===== src/rtl/pi_step_initiator.sv =====
// Purpose : step sequencer for the PI sta/done_read_x/done_sig handshake; latches x, starts the PI, captures y.
// Latency : step -> done_read_x 1 cycle; done_read_x -> sta LEAD cycles; done_sig_pi -> y_valid 1 cycle.
// Backpr. : none; a step arriving while busy is dropped and flagged in the sticky overrun bit.
//
// Ports:
//   clk, rst          : rising-edge clock, asynchronous active-low reset
//   step, x_in        : time-step tick and the sample that accompanies it (sampled only in IDLE)
//   clear_req         : integrator clear request; also clears overrun/err (deferred while busy)
//   x, done_read_x    : held sample to the PI and its one-cycle announce pulse
//   sta, rst_user     : one-cycle PI start and integrator-clear pulses
//   y_pi, done_sig_pi : PI result and completion pulse
//   y_hold, y_valid   : last captured result and its one-cycle update pulse
//   busy, overrun, err: not-IDLE status, sticky dropped-step flag, sticky timeout flag
//
// Build option: define PI_STEP_WATCHDOG_EN to enable the TIMEOUT watchdog in WAIT;
// without it WAIT waits indefinitely and err is tied low.

module pi_step_initiator #(
   parameter int WIDTH   = 32,
   parameter int LEAD    = 15,
   parameter int TIMEOUT = 63
) (
   input  logic             clk,
   input  logic             rst,
   input  logic             step,
   input  logic [WIDTH-1:0] x_in,
   input  logic             clear_req,
   output logic [WIDTH-1:0] x,
   output logic             done_read_x,
   output logic             sta,
   output logic             rst_user,
   input  logic [WIDTH-1:0] y_pi,
   input  logic             done_sig_pi,
   output logic [WIDTH-1:0] y_hold,
   output logic             y_valid,
   output logic             busy,
   output logic             overrun,
   output logic             err
);

   localparam int CNT_MAX = (LEAD > TIMEOUT) ? LEAD : TIMEOUT;
   localparam int CW      = $clog2(CNT_MAX + 1);

   // Loaded on entry to LEAD; sta is issued in the cycle the counter reads zero,
   // which places it exactly LEAD cycles after the done_read_x pulse.
   localparam logic [CW-1:0] LEAD_LOAD = CW'(LEAD - 1);

`ifdef PI_STEP_WATCHDOG_EN
   localparam logic [CW-1:0] WD_LAST = CW'(TIMEOUT - 1);
   localparam logic [CW-1:0] CNT_SAT = {CW{1'b1}};
`endif

   typedef enum logic [1:0] {
      S_IDLE    = 2'd0,
      S_LEAD    = 2'd1,
      S_WAIT    = 2'd2,
      S_CAPTURE = 2'd3
   } state_t;

   state_t           r_state;
   state_t           w_state_nxt;

   logic [WIDTH-1:0] r_x,           w_x_nxt;
   logic [WIDTH-1:0] r_y_hold,      w_y_hold_nxt;
   logic             r_done_read_x, w_done_read_x_nxt;
   logic             r_sta,         w_sta_nxt;
   logic             r_rst_user,    w_rst_user_nxt;
   logic             r_y_valid,     w_y_valid_nxt;
   logic             r_busy,        w_busy_nxt;
   logic             r_overrun,     w_overrun_nxt;
   logic             r_clr_pend,    w_clr_pend_nxt;
   logic [CW-1:0]    r_lead_cnt,    w_lead_cnt_nxt;
   logic             w_to_idle;
   logic             w_done_ok;

`ifdef PI_STEP_WATCHDOG_EN
   logic             r_err,         w_err_nxt;
   logic [CW-1:0]    r_wd_cnt,      w_wd_cnt_nxt;
   logic             w_err_set;
`endif

   // sta is high only in the first WAIT cycle, so masking with it drops a
   // done_sig_pi that coincides with the start pulse.
   assign w_done_ok = done_sig_pi & ~r_sta;

   //------------------------------------------------------------------
   // Next-state / next-output logic
   //------------------------------------------------------------------
   always_comb begin
      w_state_nxt       = r_state;
      w_x_nxt           = r_x;
      w_y_hold_nxt      = r_y_hold;
      w_done_read_x_nxt = 1'b0;
      w_sta_nxt         = 1'b0;
      w_rst_user_nxt    = 1'b0;
      w_y_valid_nxt     = 1'b0;
      w_overrun_nxt     = r_overrun;
      w_clr_pend_nxt    = r_clr_pend;
      w_lead_cnt_nxt    = r_lead_cnt;
      w_to_idle         = 1'b0;
`ifdef PI_STEP_WATCHDOG_EN
      w_err_nxt         = r_err;
      w_wd_cnt_nxt      = r_wd_cnt;
      w_err_set         = 1'b0;
`endif

      case (r_state)
         S_IDLE: begin
            // A clear in the same cycle as a step takes priority and the
            // step is silently dropped (not an overrun).
            if (clear_req) begin
               w_rst_user_nxt = 1'b1;
               w_overrun_nxt  = 1'b0;
`ifdef PI_STEP_WATCHDOG_EN
               w_err_nxt      = 1'b0;
`endif
            end else if (step) begin
               w_x_nxt           = x_in;
               w_done_read_x_nxt = 1'b1;
               w_lead_cnt_nxt    = LEAD_LOAD;
               w_state_nxt       = S_LEAD;
            end
         end

         S_LEAD: begin
            if (r_lead_cnt == '0) begin
               w_sta_nxt   = 1'b1;
               w_state_nxt = S_WAIT;
`ifdef PI_STEP_WATCHDOG_EN
               w_wd_cnt_nxt = '0;
`endif
            end else begin
               w_lead_cnt_nxt = r_lead_cnt - CW'(1);
            end
         end

         S_WAIT: begin
            if (w_done_ok) begin
               w_y_hold_nxt  = y_pi;
               w_y_valid_nxt = 1'b1;
               w_state_nxt   = S_CAPTURE;
            end
`ifdef PI_STEP_WATCHDOG_EN
            // Watchdog counts WAIT cycles from the sta cycle (count 0); err
            // becomes visible TIMEOUT cycles after sta.
            else if (r_wd_cnt == WD_LAST) begin
               w_err_set   = 1'b1;
               w_state_nxt = S_IDLE;
               w_to_idle   = 1'b1;
            end else if (r_wd_cnt != CNT_SAT) begin
               w_wd_cnt_nxt = r_wd_cnt + CW'(1);
            end
`endif
         end

         S_CAPTURE: begin
            w_state_nxt = S_IDLE;
            w_to_idle   = 1'b1;
         end

         default: begin
            w_state_nxt = S_IDLE;
         end
      endcase

      // Busy-time side effects: defer clears to the first IDLE cycle, flag
      // dropped steps. A deferred clear fires on the edge that re-enters
      // IDLE so rst_user is visible during that first IDLE cycle.
      if (r_state != S_IDLE) begin
         if (clear_req) begin
            w_clr_pend_nxt = 1'b1;
         end
         if (w_to_idle && (r_clr_pend || clear_req)) begin
            w_rst_user_nxt = 1'b1;
            w_overrun_nxt  = 1'b0;
            w_clr_pend_nxt = 1'b0;
`ifdef PI_STEP_WATCHDOG_EN
            w_err_nxt      = 1'b0;
`endif
         end
         if (step) begin
            w_overrun_nxt = 1'b1;
         end
      end

`ifdef PI_STEP_WATCHDOG_EN
      // A timeout in the same cycle as a deferred clear still leaves err set:
      // the timeout is the newer event.
      if (w_err_set) begin
         w_err_nxt = 1'b1;
      end
`endif

      w_busy_nxt = (w_state_nxt != S_IDLE);
   end

   //------------------------------------------------------------------
   // State and output registers
   //------------------------------------------------------------------
   always_ff @(posedge clk or negedge rst) begin
      if (!rst) begin
         r_state       <= S_IDLE;
         r_x           <= '0;
         r_y_hold      <= '0;
         r_done_read_x <= 1'b0;
         r_sta         <= 1'b0;
         r_rst_user    <= 1'b0;
         r_y_valid     <= 1'b0;
         r_busy        <= 1'b0;
         r_overrun     <= 1'b0;
         r_clr_pend    <= 1'b0;
         r_lead_cnt    <= '0;
`ifdef PI_STEP_WATCHDOG_EN
         r_err         <= 1'b0;
         r_wd_cnt      <= '0;
`endif
      end else begin
         r_state       <= w_state_nxt;
         r_x           <= w_x_nxt;
         r_y_hold      <= w_y_hold_nxt;
         r_done_read_x <= w_done_read_x_nxt;
         r_sta         <= w_sta_nxt;
         r_rst_user    <= w_rst_user_nxt;
         r_y_valid     <= w_y_valid_nxt;
         r_busy        <= w_busy_nxt;
         r_overrun     <= w_overrun_nxt;
         r_clr_pend    <= w_clr_pend_nxt;
         r_lead_cnt    <= w_lead_cnt_nxt;
`ifdef PI_STEP_WATCHDOG_EN
         r_err         <= w_err_nxt;
         r_wd_cnt      <= w_wd_cnt_nxt;
`endif
      end
   end

   assign x           = r_x;
   assign y_hold      = r_y_hold;
   assign done_read_x = r_done_read_x;
   assign sta         = r_sta;
   assign rst_user    = r_rst_user;
   assign y_valid     = r_y_valid;
   assign busy        = r_busy;
   assign overrun     = r_overrun;
`ifdef PI_STEP_WATCHDOG_EN
   assign err         = r_err;
`else
   assign err         = 1'b0;
`endif

endmodule

===== config.mk =====
export PLATFORM = sky130hd
export DESIGN_NAME = pi_step_initiator
export DESIGN_NICKNAME = d
export VERILOG_FILES = /design/src/rtl/pi_step_initiator.sv
export SDC_FILE = /design/constraint.sdc
export NUM_CORES = 1
export LEC_CHECK = 0
export ABC_AREA = 1
export BUFFER_PORTS_ARGS = -buffer_cell sky130_fd_sc_hd__buf_2
export CORE_ASPECT_RATIO = 0.9
export CORE_MARGIN = 2
export CORE_UTILIZATION = 42
export DETAILED_ROUTE_END_ITERATION = 6
export PLACE_DENSITY = 0.77
export SLEW_MARGIN = 10
export SYNTH_ARGS = -nofsm -noshare
export SYNTH_HDL_FRONTEND = slang
export SYNTH_SLANG_ARGS = --single-unit

===== constraint.sdc =====
create_clock -name clk -period 1.3 [get_ports clk]
set_input_delay 0.13 -clock clk [delete_from_list [all_inputs] [get_ports clk]]
set_output_delay 0.13 -clock clk [all_outputs]
set_load 0.02 [all_outputs]

; ---- Yosys cells after proc, flatten, opt, wreduce, memory -nomap -nowiden
; Cells that the tools add are included.
[word_totals]
output_inout_bits = 71
wordCells = 61
inputBits = 69
ff_bits = 79
[classes]
n_addsub = 1
bitwise_logic = 3
n_reduce_logical = 12
mux = 28
n_eq_ne = 6
[op_table]
columns = operator, count
row1 = 2-to-1 mux 1 bit, 19
row2 = 2-to-1 mux 6 bit, 3
row3 = one-hot mux 6 bit (2 select lines), 1
row4 = 2-to-1 mux 2 bit, 4
row5 = one-hot mux 2 bit (4 select lines), 1
row6 = nonzero test 2 bit, 4
row7 = zero test 6 bit, 1
row8 = "!= test 2 bit, second input constant", 3
row9 = "subtractor 6 x 1 -> 6 bit, second input constant", 1
row10 = "equality test 2 bit, second input constant", 2
row11 = AND reduction 2 bit, 2
row12 = AND reduction 4 bit, 1
row13 = AND reduction 3 bit, 1
row14 = "equality test 2 x 1 -> 1 bit, second input constant", 1
row15 = zero test 2 bit, 1
row16 = inverter 1 bit, 2
row17 = bitwise AND 1 bit, 1
row18 = logical AND 1 bit, 1
row19 = logical OR 1 bit, 1

; ---- Longest topological paths before layout
[depth]
ltp_word = 6
mapped_depth = 8
mapped_depth_nobuf = 8

; ---- Worst setup path before layout
; No wires, ideal clock.
[synth_timing]
path_type = reg-to-reg
startpoint = register r_lead_cnt[0]
endpoint = register r_lead_cnt[4]
n_path_buf = 0
required_time_ns = 1.182
setup_ns = 0.118
path_slack_ns = 0.066
t_arrival_ns = 1.116
stages_incl_launch_ff = 8
synth_period_minus_slack_ns = 1.234
cell_sequence = dfrtp_1 inv_1 ha_1 nand3_1 nand2_1 nand2_2 nand3_1 nand2_1
[synth_via]
elab_chain_len = 3
elab_cells_between_ends = 6
cone_classes = add/sub (1) / eq/ne (1) / mux (2) / reduce/logical (2)
[synth_lines]
columns = item, line
row1 = start: declaration, 72  ; logic [CW-1:0] r_lead_cnt, w_lead_cnt_nxt;
row2 = start signal: assignment, 228  ; r_lead_cnt <= w_lead_cnt_nxt;
row3 = subtractor 6 x 1 -> 6 bit / zero test 6 bit (equally long branches), "133, 126"
row4 = 2-to-1 mux 6 bit / != test 2 bit (equally long branches), n/a
row5 = one-hot mux 6 bit (2 select lines) / AND reduction 4 bit (equally long branches), n/a
; Parallel ways exist; a longest one is shown, timed or not. The select of a mux whose other input is x is not followed.
; A chain may end at the register's enable or synchronous reset.

; ---- Worst setup path after layout
[layout_timing]
startpoint = register r_lead_cnt[0]
endpoint = register r_busy, in the netlist busy
[layout_via]
elab_chain_len = 4
[layout_lines]
columns = item, line
row1 = zero test 6 bit, 126  ; if (r_lead_cnt == '0) begin
row2 = 2-to-1 mux 2 bit, 126
row3 = one-hot mux 2 bit (4 select lines), 107  ; case (r_state)
row4 = nonzero test 2 bit, 194  ; w_busy_nxt = (w_state_nxt != S_IDLE);
row5 = named net w_busy_nxt, 69  ; logic r_busy, w_busy_nxt;
row6 = end signal: assignment, 225  ; r_busy <= w_busy_nxt;
row7 = end: declaration, 69
; The timed path passes the listed nets, and every way through them passes these cells.

==> impl_metrics.tcl <==
set metrics [dict create \
    p_leak_uw 0.00279 \
    p_int_uw 6560 \
    insertedDiodeCount 0 \
    seq_power_share_pct 38.0 \
    cts_max_level 3 \
    place_area_um2 3990 \
    worstRegToRegCells 7 \
    combPwrFrac_pct 43.3 \
    synth_cell_types 21 \
    ys_ff_latch 79 \
    p_sw_share_pct 40.1 \
    portBuffers 138 \
    grt_first_pass_wirelength_mm 13.6 \
    final_antenna_net_count 0 \
    final_area_um2 4900 \
    start_util_pct 43.9 \
    insertion_delay_ns 0.34 \
    r2r_end "busy$_DFF_PN0_" \
    fmax_mhz 803 \
    yosys.area.top_type "dfrtp_1" \
    status "finished, final reports clean" \
    vias_per_cell 4.52 \
    cts_setup_buffers 0 \
    hold_viol_final 0 \
    io_pins 140 \
    vias 3024 \
    syn_nets 428 \
    hp-class "in -> reg" \
    crit_start "r_lead_cnt[0]$_DFFE_PN0P_" \
    drt-pass1-iter-count 4 \
    finalSetupViolations 0 \
    grt_max_degree 42 \
    first_iter_violations 132 \
    critPathSlowestCell "dfrtp_1" \
    die_y_um 86.0 \
    hpwlAfterDp_mm 5.09 \
    drive_above_1_share_pct 32.3 \
    cap_violations 0 \
    crit_type "reg -> reg" \
    peakVddDrop_mv 1.08 \
    core_area_um2 7150 \
    gp_congestion 0.848 \
    synth_warnings 0 \
    r2r_slack_ns 0.06 \
    period_needed_ns 1.24 \
    antenna_found_initial 0 \
    worst-path-max-fanout 3 \
    crit_path_end_kind "register" \
    clkTransAtPathRegs_ns 0.08 \
    period_share_pct 95.8 \
    crit_arrival_ns 1.52 \
    max_stage_delay_ns 0.38 \
    p_per_area_nw_per_um2 2230 \
    root_buffer "clkbuf_8" \
    grt_pass1_vias 3008 \
    clock_path_buffers 2 \
    syn_inst 357 \
    cts_buffers 9 \
    p_sw_uw 4390 \
    syn_avg_cell_area_um2 8.80 \
    track_usage_pct 21.8 \
    grt-ovfl-total 0 \
    crit_chain "inv_2 -> ha_2 -> nand3_2 -> buf_4 -> nor2_2 -> nor2_1 -> nand3_1" \
    num_rows 29 \
    maxSlewViolCount 0 \
    timing.rr.start "r_lead_cnt[0]$_DFFE_PN0P_" \
    synth_area_leaders "dfrtp_1 (63%), nand2_1 (25%), nand3_1 (1.3%), inv_1 (1.2%), nor2_1 (1.2%)" \
    fin_skew_ns 0.00828 \
    synth-seq-area-share_pct 62.9 \
    die_area_um2 8190 \
    netlist_area_um2 3140 \
    fin_nets 643 \
    yosysTopAreaCellShare_pct 62.9 \
    crit_end "busy$_DFF_PN0_" \
    start_kind "register" \
    drcViolationCount 0 \
    clock_sinks 79 \
    cts_tree "done" \
    fin_tns_setup_ns 0 \
    crit_required_ns 1.58 \
    wl_per_cell_um 12.7 \
    die_x_um 95.2 \
    area_delta_synth_final_pct 56.1 \
    routed_wirelength_mm 8.49 \
    pwr-share-clk_pct 18.8 \
]
-- worst min-delay path by stage --
stage	startpoint	end	slack, ns	cells past startpoint
floorplan	rst	busy$_DFF_PN0_	-0.17	0
global placement	rst	x[10]$_DFFE_PN0P_	0.05	1
detailed placement	rst	x[10]$_DFFE_PN0P_	0.05	1
CTS	clear_req	rst_user$_DFF_PN0_	0.03	3
global route	clear_req	rst_user$_DFF_PN0_	0.06	3
finish	step	overrun$_DFF_PN0_	0.05	3
-- cell families after synthesis --
group | after synthesis | share of synthesized area (%)
other | 1 | 0.119
adder cells (fa/ha/maj) | 2 | 0.797
AND/OR/NAND/NOR | 238 | 29.8
XOR/XNOR | 1 | 0.279
buffers and inverters | 29 | 4.94
AO/OA/AOI/OAI | 7 | 1.12
flip-flops | 79 | 62.9
-- critical path: cells and delay by family (launching register included) --
kind / cells / cell delay [ns]
adder cells (fa/ha/maj): 1 / 0.17
buffers and inverters: 2 / 0.24
flip-flops: 1 / 0.38
AND/OR/NAND/NOR: 4 / 0.38
-- metrics by stage --
| stage | total power [uW] | setup WS, ns | hold slack (ns) | util [%] | cells |
|---|---|---|---|---|---|
| detailed placement | 8650 | -0.0468 | 0.0505 | 55.8 | 589 |
| finish | 11000 | 0.0552 | 0.0524 | 68.6 | 669 |
| floorplan | 6950 | 0.0661 | -0.166 | - | 357 |
| global placement | 8510 | -0.00204 | 0.0477 | 55.8 | 589 |
| global route | 11800 | -0.00185 | 0.0553 | 68.6 | 669 |
| CTS | 10900 | 0.00655 | 0.0308 | 68.2 | 669 |
-- power by group through the flow --
stage          clock, uW  sequential, uW  combinational [uW]
2_1_floorplan          0            5370                1580
3_3_place_gp           0            4140                4370
3_5_place_dp           0            4140                4510
4_1_cts             2130            4130                4690
5_1_grt             2250            4290                5220
6_report            2060            4160                4740
-- cells in the mapped netlist --
master	count
nor2_4	1
o21ai_0	2
clkinv_2	1
nand2_2	3
buf_4	4
nor2_2	3
nor2_1	10
nand2_1	209
nand4_1	3
buf_6	3
inv_2	5
conb_1	1
a21oi_1	1
ha_1	2
xor2_1	1
buf_2	6
or2_2	1
o21ai_1	4
inv_1	10
nand3_1	8
dfrtp_1	79
-- repair_timing --
action,4_1_cts,5_1_grt
hold buffers,65,0
setup endpoints to repair,34,38
endpoints found under the hold margin,92,0
gates resized for setup,3,10
pin swaps,0,1
-- area by class of cell --
type                       count  area, um^2
fill                         534        2240
timing repair buffer         217        1480
clock inverter                 4        95.1
multi-input combinational    249        1040
inverter                      16        65.1
clock buffer                  11         131
sequential                    79        1980
tap                           93         116
-- routing by layer --
layer / wire (um) / global-route usage, %
met3: 695 / 8.26
met1: 3310 / 23.4
met5: 0 / 0
met4: 123 / 6.59
met2: 4360 / 39.5
-- registers in the layout, indices dropped and copies added (netlist names) --
| name | count |
|---|---|
| x | 32 |
| r_state | 2 |
| done_read_x | 1 |
| sta | 1 |
| overrun | 1 |
| busy | 1 |
| rst_user | 1 |
| y_hold | 32 |
| r_lead_cnt | 6 |
| y_valid | 1 |
| r_clr_pend | 1 |
-- cells in the final DEF, fill, tap and decap left out, types with 4 or more instances in the layout --
cell type and count:
inv_1 8, buf_2 137, buf_4 11, o21ai_1 4
dfrtp_1 78, nor2_1 9, nand3_1 7, dlygate4sd3_1 65
clkbuf_8 9, nand2_1 208, inv_2 7
Power figures use the tool's default switching activity.
